--- config.mk ---
export PLATFORM = sky130hd
export DESIGN_NAME = scan_chain_ctrl
export DESIGN_NICKNAME = d
export VERILOG_FILES = /design/src/rtl/scan_chain_ctrl.sv
export SDC_FILE = /design/constraint.sdc
export NUM_CORES = 1
export LEC_CHECK = 0
export CORE_MARGIN = 1.5
export CORE_UTILIZATION = 40
export DETAILED_ROUTE_END_ITERATION = 10
export PLACE_DENSITY_LB_ADDON = 0.05
export SYNTH_ARGS = -nofsm -noshare
export SYNTH_HDL_FRONTEND = slang
export SYNTH_SLANG_ARGS = --single-unit
--- constraint.sdc ---
create_clock -name CLK -period 1.58 [get_ports CLK]
set_input_delay 0.316 -clock CLK [delete_from_list [all_inputs] [get_ports CLK]]
set_output_delay 0.316 -clock CLK [all_outputs]
set_load 0.01 [all_outputs]
--- src/rtl/scan_chain_ctrl.sv ---
// Scan chain test controller: shifts a parallel pattern into a scan-set chain,
// optionally pulses one functional capture cycle, then unloads the chain into RESULT.
module scan_chain_ctrl #(
   parameter int CHAIN_LEN = 16,
   localparam int CNT_W = $clog2(CHAIN_LEN + 1)
) (
   input  logic                 CLK,
   input  logic                 RST,
   input  logic                 START,
   input  logic                 CAPTURE_EN,
   input  logic [CHAIN_LEN-1:0] PAT,
   input  logic                 PRESET,
   input  logic                 SO,
   output logic                 TE,
   output logic                 TI,
   output logic                 S_OUT,
   output logic                 BUSY,
   output logic                 DONE,
   output logic [CHAIN_LEN-1:0] RESULT
);

   typedef enum logic [2:0] {IDLE, SHIFT, CAPTURE, UNLOAD, FIN} state_t;

   state_t               state;
   state_t               state_next;
   logic [CNT_W-1:0]     cnt;
   logic [CHAIN_LEN-1:0] pat_q;
   logic [CHAIN_LEN-1:0] res_q;
   logic [CHAIN_LEN-1:0] result_q;
   logic [CHAIN_LEN-1:0] res_shift;
   logic                 cap_en_q;
   logic                 s_out_q;
   logic                 last_bit;

   assign last_bit  = (cnt == CNT_W'(CHAIN_LEN - 1));
   assign res_shift = (res_q << 1) | CHAIN_LEN'(SO);
   assign S_OUT     = s_out_q;
   assign RESULT    = result_q;

   always_ff @(posedge CLK) begin
      if (RST) begin
         state <= IDLE;
      end else begin
         state <= state_next;
      end
   end

   // Outputs depend only on state and the pattern register, never on inputs.
   always_comb begin
      state_next = state;
      TE         = 1'b0;
      TI         = 1'b0;
      BUSY       = 1'b0;
      DONE       = 1'b0;
      case (state)
         IDLE: begin
            if (START) state_next = SHIFT;
         end
         SHIFT: begin
            TE   = 1'b1;
            TI   = pat_q[CHAIN_LEN-1];
            BUSY = 1'b1;
            if (last_bit) state_next = cap_en_q ? CAPTURE : UNLOAD;
         end
         CAPTURE: begin
            BUSY       = 1'b1;
            state_next = UNLOAD;
         end
         UNLOAD: begin
            TE   = 1'b1;
            BUSY = 1'b1;
            if (last_bit) state_next = FIN;
         end
         FIN: begin
            DONE       = 1'b1;
            state_next = IDLE;
         end
         default: state_next = IDLE;
      endcase
   end

   // The pattern register shifts left so its MSB is always the next bit to send.
   always_ff @(posedge CLK) begin
      if (RST) begin
         cnt      <= '0;
         pat_q    <= '0;
         res_q    <= '0;
         result_q <= '0;
         cap_en_q <= 1'b0;
         s_out_q  <= 1'b0;
      end else begin
         s_out_q <= (state == IDLE) && PRESET && !START;
         case (state)
            IDLE: begin
               if (START) begin
                  pat_q    <= PAT;
                  cap_en_q <= CAPTURE_EN;
                  cnt      <= '0;
               end
            end
            SHIFT: begin
               pat_q <= pat_q << 1;
               cnt   <= last_bit ? '0 : cnt + CNT_W'(1);
            end
            CAPTURE: begin
               cnt <= '0;
            end
            UNLOAD: begin
               res_q <= res_shift;
               cnt   <= last_bit ? '0 : cnt + CNT_W'(1);
               if (last_bit) result_q <= res_shift;
            end
            default: begin
            end
         endcase
      end
   end

endmodule

# ---- Yosys cells after proc, flatten, opt, wreduce, memory -nomap -nowiden
# Index checks and enable logic that the tools add are counted.
dict set report word_totals {
  regBits 57
  output_inout_bits 21
  word_cells 44
}
dict set report op_classes {
  addsub 1
  eq_ne 8
  mux 14
  bitwise 1
  n_reduce_logical 13
}
# op n
set ops {}
lappend ops {{$pmux W16 S2} 1}
lappend ops {{$mux W16} 1}
lappend ops {{$or A16 B1 Y16} 1}
lappend ops {{$pmux W5 S3} 1}
lappend ops {{$pmux W3 S4} 1}
lappend ops {{$mux W5} 2}
lappend ops {{$mux W3} 3}
lappend ops {{$reduce_and A2 Y1} 4}
lappend ops {{$eq A3 B2 Y1 const B} 2}
lappend ops {{$ne A2 B2 Y1 const B} 3}
lappend ops {{$add A5 B1 Y5 const B} 1}
lappend ops {{$eq A5 B4 Y1 const B} 1}
lappend ops {{$mux W1} 5}
lappend ops {{$eq A3 B1 Y1 const B} 1}
lappend ops {{$eq A3 B3 Y1 const B} 1}
lappend ops {{$logic_not A3 Y1} 1}
lappend ops {{$reduce_and A3 Y1} 1}
lappend ops {{$reduce_bool A3 Y1} 1}
lappend ops {{$reduce_or A3 Y1} 1}
lappend ops {{$logic_and A1 B1 Y1} 2}
lappend ops {{$reduce_bool A2 Y1} 1}
lappend ops {{$reduce_or A2 Y1} 1}
lappend ops {{$logic_not A1 Y1} 1}

# ---- Depth between registers and ports, before layout
dict set report logic_depth {
  word_depth 4
  mapped_depth 6
  mapped_depth_nobuf 4
}

# ---- Worst setup path before layout
# OpenSTA, ideal clock, no wires.
dict set report synth_path {
  path_kind {register to output}
  startpoint {reg state[0]}
  endpoint {out TI}
  arrival_time_ns 1.083
  t_required_ns 1.264
  setup_slack_ns 0.181
  stages_incl_launch_ff 6
  n_path_buf 3
  cell_sequence {dfxtp_1 > buf_6 > nor3b_2 > buf_6 > buf_12 > and2_1}
}
dict set report synth_between {
  elab_chain_len 2
}
# item line_no
set synth_rtl {}
lappend synth_rtl {{start, declared} 24} ;# state_t state;
lappend synth_rtl {{start signal, assigned} 44} ;# state <= state_next;
lappend synth_rtl {{$eq A3 B1 Y1} 55} ;# case (state)
lappend synth_rtl {{$mux W1} 55}
lappend synth_rtl {{end, declared} 15} ;# output logic TI,
# No other way between the ends.

# ---- Final worst setup path
dict set report layout_path {
  startpoint {reg result_q[15], in the netlist RESULT[15]}
  endpoint {out RESULT[15]}
}
# item line_no
set layout_rtl {}
lappend layout_rtl {{start, declared} 29} ;# logic [CHAIN_LEN-1:0] result_q;
lappend layout_rtl {{start signal, assigned} 111} ;# if (last_bit) result_q <= res_shift;
lappend layout_rtl {{end, declared} 19} ;# output logic [CHAIN_LEN-1:0] RESULT
# No word-level cell between the ends.

==> results.json <==
{
  "slowest_delay_ns": 0.54,
  "place_hpwl_mm": 3.234,
  "dp_slack_ns": -0.07028,
  "min_to": "pat_q[0]",
  "relSlewSlack": 0.8354,
  "min_period_ns": 1.529,
  "crit_family": "buffers and inverters",
  "clk-insertion-delay-late_ns": 0.33,
  "ys_async_sr_fraction": 0,
  "r2r_end": "RESULT[9]",
  "ir_worst_vdd_mv": 0.5533,
  "fin_nets": 344,
  "muxShareOfSynthArea": 0.06564,
  "htreeDepth": 3,
  "finClkSkew_ns": 0.007661,
  "synth_top_family_by_area": "compound AO/OA/AOI/OAI gates",
  "syn_area_um2": 2440,
  "r2r-start": "cnt[0]",
  "synth_area_leaders": "dfxtp_1 (47%), a21oi_1 (10%), mux2i_1 (6.6%)",
  "yosysUniqueCellTypes": 36,
  "synthTopCellsByCount": "dfxtp_1 (57), a21oi_1 (50), nand2_1 (32)",
  "synthXorXnorAreaFrac": 0,
  "pin_count": 43,
  "clock_sinks": 57,
  "setup_slack_ns": 0.05057,
  "cts.clk_slew.worst_paths_ns": 0.06,
  "num_antenna_cells": 0,
  "first_iter_violations": 54,
  "crit_type": "flop to output pin",
  "status": "complete, no violations",
  "wl_met2_mm": 2.411,
  "wirelength_mm": 5.283,
  "critical-path-slowest-cell": "clkdlybuf4s50_1",
  "grt_pass1_vias": 1947,
  "tns_ns": 0,
  "dr.pass1.iters": 6,
  "wl_per_cell_um": 13.21,
  "synth_compound_area_frac": 0.2344,
  "top_layer_used": "met4",
  "ant_nets": 0,
  "tightest_slew_ns": 0.2434,
  "slew_viol_final": 0,
  "startpoint_type": "flop",
  "ys_warn_count": 0,
  "vias_per_cell": 5.198,
  "post-route-period-util": 0.9680,
  "drc_errors": 0,
  "p_per_area_nw_per_um2": 981.8,
  "timing.critical_path.buf_inv": 1,
  "worst_hold_startpoint": "RST",
  "p_leak_uw": 0.001173,
  "fp.dieH_um": 81.10,
  "synth_seq_cells": 57,
  "synth_top_area_frac": 0.4677,
  "grt_use_total": 0.1732,
  "syn_area_per_cell_um2": 8.937,
  "wl_met1_mm": 2.535,
  "wl_met3_um": 242,
  "yosysTopAreaCell": "dfxtp_1",
  "synth.yosys.seq_area_share": 0.4677,
  "design_power_total_uw": 3160,
  "fmaxAchievable_ghz": 0.6538,
  "overflow": 0,
  "path_cells": "clkdlybuf4s50_1",
  "clk_path_buf_depth": 2,
  "gp_routability_congestion": 0.7191,
  "coreArea_um2": 5921,
  "grt_pass1_wl_mm": 8.721,
  "start_util": 0.4121,
  "port_buffers": 42,
  "via_count": 2079,
  "cp.arrival_ns": 1.21,
  "maxCapViolations": 0,
  "numCtsBuffers": 9,
  "syn_inst": 273,
  "synth-simple-area-share": 0.1590,
  "die_area_um2": 6577,
  "synth-edff-count": 0,
  "final_cells": 400,
  "worstPathRequired_ns": 1.26,
  "drive_gt1_frac": 0.1754,
  "die_x_um": 81.10,
  "root_buffer": "clkbuf_8",
  "antenna_found_initial": 0,
  "grt_start_max_net_pins": 40,
  "fin_hold_ws_ns": 0.3066,
  "synth_adder_area_share": 0.005128,
  "timing.reg2reg.setup_slack_ns": 0.21,
  "setup_violations": 0,
  "placed_cells": 382,
  "hp-class": "primary input to flop",
  "crit_fanout": 2,
  "synthFlopType": "dfxtp_1",
  "ff2ff_path_depth": 5,
  "cts_tree": "done",
  "rsz0062_at_grt": "no",
  "fill_cells": 583,
  "hold_path_depth": 2,
  "area_growth_pct": 31.90,
  "num_rows": 28,
  "crit_path_end_kind": "output pin",
  "syn_nets": 296,
  "hold_viol_final": 0,
  "synth.most_common_cell": "dfxtp_1"
}
==> report_power, final <==
part / total, uW / switching, uW / internal, uW
clock network: 1340 / 540 / 800
logic: 309 / 142 / 167
registers: 1510 / 24.4 / 1490
total: 3160 / 707 / 2450
==> cell usage in the layout (no fill, tap or decap), types with 3 or more instances in the layout <==
cell and n:
dfxtp_1 54, a21oi_1 50, clkdlybuf4s50_1 36, nand2_1 32, o21ai_0 22, nand3_1 18, mux2i_1 16, buf_4 14
clkbuf_8 11, a211oi_2 10, a211oi_1 7, buf_12 5, nor2_1 4, and2_1 3, or3_1 3, buf_2 3
buf_6 3, dfxtp_2 3
==> worst max-delay path by stage <==
stage	start	end	slack (ns)	depth (start not counted)
after floorplan	state[0]	TI	0.18	5
after global placement	START	pat_q[4]	-0.03	5
after detailed placement	START	pat_q[4]	-0.07	5
after CTS	state[1]	DONE	0.01	4
after global routing	state[0]	BUSY	0.006	4
final	RESULT[15]	RESULT[15]	0.05	1
==> timing repair <==
action | in CTS | in global routing
hold buffers | 0 | 0
pin swaps | 0 | 0
setup buffers | 3 | 0
gates resized for setup | 16 | 5
endpoints found under the setup margin | 4 | 4
==> stage by stage <==
step / utilization / cell area [um2]
2_1_floorplan: - / 2440
3_3_place_gp: 0.5059 / 2995
3_5_place_dp: 0.5059 / 2995
4_1_cts: 0.5446 / 3224
5_1_grt: 0.5435 / 3218
6_report: 0.5435 / 3218
==> cell type report <==
cell class | count | area, um2 | share of cell area
well taps | 75 | 93.84 | 0.02916
clock inverters | 3 | 40.04 | 0.01244
clock buffers | 12 | 155.1 | 0.04821
repair buffers | 64 | 641.9 | 0.1995
flip-flops and latches | 57 | 1145 | 0.3558
inverters | 2 | 7.507 | 0.002333
multi-input cells | 187 | 1135 | 0.3526
==> worst reg2reg max path, stage by stage, from the launching register on <==
cell	delay, ns
dfxtp_1	0.36
ha_1	0.23
and4b_1	0.32
buf_12	0.17
nand3_1	0.10
a21oi_1	0.12
==> sequential cells by signal (all words and copies together) (netlist names) <==
signal and count:
cap_en_q 1, state 3, pat_q 16, res_q 15
cnt 5, S_OUT 1, RESULT 16
==> layer usage <==
metal / global-route usage / vias to the layer above
met5: 0 / -
met4: 0.09310 / 0
met3: 0.04045 / 8
met2: 0.2808 / 38
met1: 0.2122 / 962
li1: - / 1071
==> cells by family (layout without fill, tap and decap cells) <==
kind of cell | after synthesis | count (layout)
muxes | 16 | 16
AOI/OAI and AO/OA | 93 | 93
adders and majority gates | 1 | 1
DFF | 57 | 57
and+or+nand+nor | 77 | 77
buffers and inverters | 29 | 81
Power figures use the tool's default switching activity.
